`src/rtl/mem_loader.sv`:
```
// mem_loader: framed byte-stream loader into a 64 KB synchronous memory,
// with a CPU/loader bus mux and an 8-bit additive checksum.
`default_nettype none

module mem_loader #(
  parameter logic [7:0] SYNC_BYTE = 8'hA5
) (
  input  logic        CLK,
  input  logic        RST,
  input  logic        InValid,
  input  logic [7:0]  InData,
  output logic        InReady,
  input  logic        CpuWE,
  input  logic [15:0] CpuAddress,
  input  logic [7:0]  CpuDataOut,
  output logic        MemWE,
  output logic [15:0] MemAddress,
  output logic [7:0]  MemDataIn,
  output logic        Busy,
  output logic        Done,
  output logic        ChkErr
);

  typedef enum logic [2:0] {
    IDLE    = 3'd0,
    ADDR_LO = 3'd1,
    ADDR_HI = 3'd2,
    LEN_LO  = 3'd3,
    LEN_HI  = 3'd4,
    DATA    = 3'd5,
    CHK     = 3'd6
  } state_t;

  state_t      state, state_nxt;
  logic        xfer;
  logic [15:0] addr;
  logic [15:0] count;
  logic [7:0]  sum;
  logic [7:0]  chk_total;
  logic        wr_pend;
  logic [7:0]  wr_data;
  logic        busy_q;
  logic        done_q;
  logic        chk_err_q;

  // The loader never back-pressures, so the checksum byte may land in the
  // same cycle as the final pending data write.
  assign InReady   = 1'b1;
  assign xfer      = InValid & InReady;
  assign chk_total = sum + InData;

  always_ff @(posedge CLK) begin
    if (RST) state <= IDLE;
    else     state <= state_nxt;
  end

  always_comb begin
    state_nxt = state;
    if (xfer) begin
      case (state)
        IDLE:    if (InData == SYNC_BYTE) state_nxt = ADDR_LO;
        ADDR_LO: state_nxt = ADDR_HI;
        ADDR_HI: state_nxt = LEN_LO;
        LEN_LO:  state_nxt = LEN_HI;
        LEN_HI:  state_nxt = ({InData, count[7:0]} == 16'h0000) ? CHK : DATA;
        DATA:    if (count == 16'd1) state_nxt = CHK;
        CHK:     state_nxt = IDLE;
        default: state_nxt = IDLE;
      endcase
    end
  end

  always_ff @(posedge CLK) begin
    if (RST) begin
      addr      <= 16'h0000;
      count     <= 16'h0000;
      sum       <= 8'h00;
      wr_pend   <= 1'b0;
      wr_data   <= 8'h00;
      busy_q    <= 1'b0;
      done_q    <= 1'b0;
      chk_err_q <= 1'b0;
    end else begin
      done_q  <= 1'b0;
      wr_pend <= 1'b0;
      // Address advances as each registered byte is written out.
      if (wr_pend) addr <= addr + 16'd1;
      if (xfer) begin
        case (state)
          IDLE: begin
            if (InData == SYNC_BYTE) begin
              busy_q    <= 1'b1;
              chk_err_q <= 1'b0;
              sum       <= 8'h00;
            end
          end
          ADDR_LO: addr[7:0]   <= InData;
          ADDR_HI: addr[15:8]  <= InData;
          LEN_LO:  count[7:0]  <= InData;
          LEN_HI:  count[15:8] <= InData;
          DATA: begin
            wr_pend <= 1'b1;
            wr_data <= InData;
            sum     <= chk_total;
            count   <= count - 16'd1;
          end
          CHK: begin
            done_q    <= 1'b1;
            busy_q    <= 1'b0;
            chk_err_q <= (chk_total != 8'h00);
          end
          default: ;
        endcase
      end
    end
  end

  assign Busy       = busy_q;
  assign Done       = done_q;
  assign ChkErr     = chk_err_q;
  assign MemWE      = busy_q ? wr_pend : CpuWE;
  assign MemAddress = busy_q ? addr    : CpuAddress;
  assign MemDataIn  = busy_q ? wr_data : CpuDataOut;

endmodule

`default_nettype wire

```
`config.mk`:
```
export PLATFORM = sky130hd
export DESIGN_NAME = mem_loader
export DESIGN_NICKNAME = d
export VERILOG_FILES = /design/src/rtl/mem_loader.sv
export SDC_FILE = /design/constraint.sdc
export NUM_CORES = 1
export LEC_CHECK = 0
export BUFFER_PORTS_ARGS = -buffer_cell sky130_fd_sc_hd__buf_2
export CAP_MARGIN = 20
export CELL_PAD_IN_SITES_DETAIL_PLACEMENT = 0
export CELL_PAD_IN_SITES_GLOBAL_PLACEMENT = 1
export CORE_MARGIN = 3
export CORE_UTILIZATION = 44
export CTS_CLUSTER_DIAMETER = 200
export DETAILED_ROUTE_END_ITERATION = 7
export PLACE_DENSITY_LB_ADDON = 0.1
export SETUP_SLACK_MARGIN = 0.02
export SLEW_MARGIN = 15
export SYNTH_ARGS = -nofsm -noshare
export SYNTH_HDL_FRONTEND = slang
export SYNTH_SLANG_ARGS = --single-unit
```
`constraint.sdc`:
```
create_clock -name CLK -period 8.2 [get_ports CLK]
set_clock_uncertainty 0.2 [all_clocks]
set_input_delay 1.64 -clock CLK [delete_from_list [all_inputs] [get_ports CLK]]
set_output_delay 1.64 -clock CLK [all_outputs]
set_load 0.03 [all_outputs]
```
==> results by group <==
Critical path
  – R2R Setup Slk: about 5.7 ns
  – CP required: about 6.4 ns
  – Crit. End Element: primary output
  – Crit Reg-Reg Startpoint: sum[0]
  – Critical R2R Capture: ChkErr
  – Highest fanout seen on the critical path: 1
  – Critical path launch point: CpuWE
  – CP Class: input pin to primary output
  – Worst r2r path cells: 7
  – Element type at the critical path start: input pin
  – Arrival @ worst endpoint: around 2.2 ns
  – Critical path endpoint: MemWE

Logic synthesis
  – Avg Cell Area, Syn: around 8 um2
  – Syn Std Cell Area: approximately 0.0033 mm2
  – Area contributors post-synth: dfxtp_1 (33%), mux2_2 (8.6%), nor2_1 (5.5%)
  – Top-count cell post-synth: dfxtp_1
  – Register bit count reported by yosys: 55
  – Post-synthesis cell count: a little over 400
  – Cell variety after synth: 53
  – Synth Warn #: 0
  – Post-synth top flop: dfxtp_1
  – Synth top area share: 33.5%
  – Seq/Total Area, Yosys: 33.5%
  – Synth top cells by count: dfxtp_1 (55), nor2_1 (48), nand2_1 (45), a21oi_1 (26), mux2_2 (25)
  – Number of synthesized flops with an enable pin: 0
  – Async SR Flop Fraction: 0%
  – Net Count, Synth: 450
  – Largest area contributor in the netlist: dfxtp_1

Route
  – Detailed Routing Iterations Pass 1: 4
  – Routed wire length: slightly below 9000 um
  – Post-route ant nets: 0
  – Wire per inst: between 15 and 20 um
  – Drt initial violations: around 150
  – Via count: approximately 3k
  – DRC violations left: 0
  – Vias per std cell: around 5.6

Global routing
  – Vias in the first global route: around 2.9k
  – Largest net degree at the start of global routing: 55
  – Global-route wire length before repair: about 14000 um
  – Total GRT Usage: 20.6%
  – GR Overflow Total: 0
  – Initial antenna violation count: 0

Die
  – Die H: a little over 90 um
  – Number of cell rows: 30
  – Die area: ~0.0085 mm2
  – I/O pin cnt: 65
  – Core Region: 0.00702 mm2
  – Initial Util: a little under half
  – Die width: 92.4 um

Power
  – Clock power share: between 30 and 40%
  – Pleak: roughly 1.4 nW
  – Pwr per Cell Area: 137 mW/mm2
  – Net Sw Frac: 24.9%
  – Combinational share of power: approximately 11%
  – Int Power: between 0.3 and 0.4 mW
  – Net Sw Power: 0.128 mW
  – Seq pwr share: between 50% and 60%
  – VDD IR max: 0.0761 mV

Layout
  – N_diodes: 0
  – Share of layout cells above drive strength 1: a little under a quarter
  – # fillers: slightly below 700
  – Synth-to-Final Area Change: 14.1%
  – Nets@finish: slightly below 500
  – Final cell count without fillers: around 550

Clock tree
  – Sink Count: 55
  – Buffers inserted by post-CTS timing repair: 0
  – Buffer depth of the longest clock path: 2
  – CTS H-Tree Depth: 2
  – Hold Buf Count CTS: 0
  – CTS resizes: 0
  – Clock tree from TritonCTS: done
  – Clk slew on worst S/H paths: 0.10 ns
  – CTS root buf: clkbuf_8
  – CTS Buf Count: 5
  – Skew-Pair Late Insertion Delay: roughly 0.31 ns

STA
  – Final hold vios: 0
  – Slew headroom: ~47%
  – Slew Limit Fails: 0
  – Tcrit/Tclk final: approximately 49%
  – Minimum clock period: 4.00 ns
  – Final setup vio count: 0
  – Fmax: roughly 250 MHz
  – Worst Max-Slew Pin Slew: around 0.8 ns
  – Setup ws final: approximately 4.2 ns
  – TNS Setup: 0 ns
  – RSZ-0062 raised after global routing: false

Job
  – Max-cap viol count: 0

Placement
  – Placed wire-length estimate: slightly below 6000 um
  – Setup slack at placement: slightly above 4 ns
  – Buffers on Ports: 63
  – DP Cell Count: between 500 and 600
  – GP Congestion: about 0.80

Outcome
  – Run status: completed

Hold path
  – Hold Crit Start: wr_data[4]
  – Type of the most critical hold path: flip-flop to flip-flop
critical path, cell delays in order:
cell and delay, ns:
buf_2 0.10, mux2_2 0.25, buf_2 0.18
through the flow:
stage	power [mW]	cell area [um2]	hold WS (ns)	util (%)
after floorplan	0.309	3290	0.233	-
after global placement	0.331	3620	0.245	51.6
after detailed placement	0.331	3620	0.250	51.6
after CTS	0.521	3740	0.265	53.2
after global routing	0.532	3750	0.297	53.5
final	0.514	3750	0.264	53.5
registers in the layout (all words and copies together), names as in the netlist:
| signal | count |
|---|---|
| addr | 16 |
| count | 16 |
| sum | 8 |
| wr_data | 8 |
| state | 3 |
| Busy | 1 |
| ChkErr | 1 |
| Done | 1 |
| wr_pend | 1 |
metal layers:
layer / GRT usage [%] / vias up / wire length (um) / part of all wire, %
met3: 2.76 / 4 / 572 / 6.6
met5: 0 / - / 0 / 0
li1: - / 1549 / - / -
met1: 27.4 / 1429 / 4030 / 46
met4: 6.93 / 0 / 67 / 0.77
met2: 34.2 / 90 / 4030 / 46
cell usage in the layout (no fill, tap or decap), types with 3 or more instances in the layout:
| cell type | n |
|---|---|
| or3_1 | 3 |
| nand3_1 | 13 |
| nor3_1 | 6 |
| buf_2 | 63 |
| and3_1 | 4 |
| o311ai_0 | 3 |
| and2_1 | 4 |
| nand2_1 | 45 |
| xnor2_1 | 7 |
| a21oi_1 | 26 |
| xor2_1 | 14 |
| dfxtp_1 | 55 |
| clkbuf_8 | 6 |
| nor2b_1 | 4 |
| or4_1 | 3 |
| a22oi_1 | 12 |
| mux2_2 | 25 |
| o21ai_0 | 20 |
| a21o_1 | 3 |
| nor2_1 | 48 |
| nand4_1 | 5 |
| inv_1 | 6 |
| nor4_1 | 4 |
| ha_1 | 10 |
| a211oi_1 | 23 |
cells by family (layout without fill, tap and decap cells):
family / after synthesis / after routing / share of synthesized area, %
XOR/XNOR: 21 / 21 / 5.59
AO/OA/AOI/OAI: 108 / 108 / 21.9
adder cells (fa/ha/maj): 11 / 11 / 4.41
multiplexers: 27 / 27 / 9.17
other: 1 / 1 / 0.114
flip-flops: 55 / 55 / 33.5
buffers and inverters: 33 / 79 / 4.07
AND/OR/NAND/NOR: 147 / 147 / 21.2
final cells by class:
cell class / count / area [um2] / share of cell area, %
Clock buffer: 6 / 82.6 / 2.20
Clock inverter: 2 / 35.0 / 0.934
Inverter: 6 / 22.5 / 0.600
Multi-Input combinational cell: 315 / 2050 / 54.7
Sequential cell: 55 / 1100 / 29.3
Tap cell: 96 / 120 / 3.20
Timing Repair Buffer: 65 / 338 / 9.00
power by group through the flow:
stage	sequential (mW)	combinational [mW]	clock, mW
2_1_floorplan	0.273	0.0358	0
6_report	0.267	0.0575	0.190
4_1_cts	0.268	0.0578	0.195
3_5_place_dp	0.274	0.0576	0
5_1_grt	0.268	0.0622	0.203
3_3_place_gp	0.274	0.0573	0
worst min path at each step:
stage	slack (ns)	cells past startpoint	to
2_1_floorplan	0.23	2	wr_data[0]
3_3_place_gp	0.25	2	wr_data[4]
3_5_place_dp	0.25	2	wr_data[6]
4_1_cts	0.26	2	wr_data[6]
5_1_grt	0.30	2	wr_data[3]
6_report	0.26	2	wr_data[4]
Note: power is estimated with default switching activity, not from simulation.
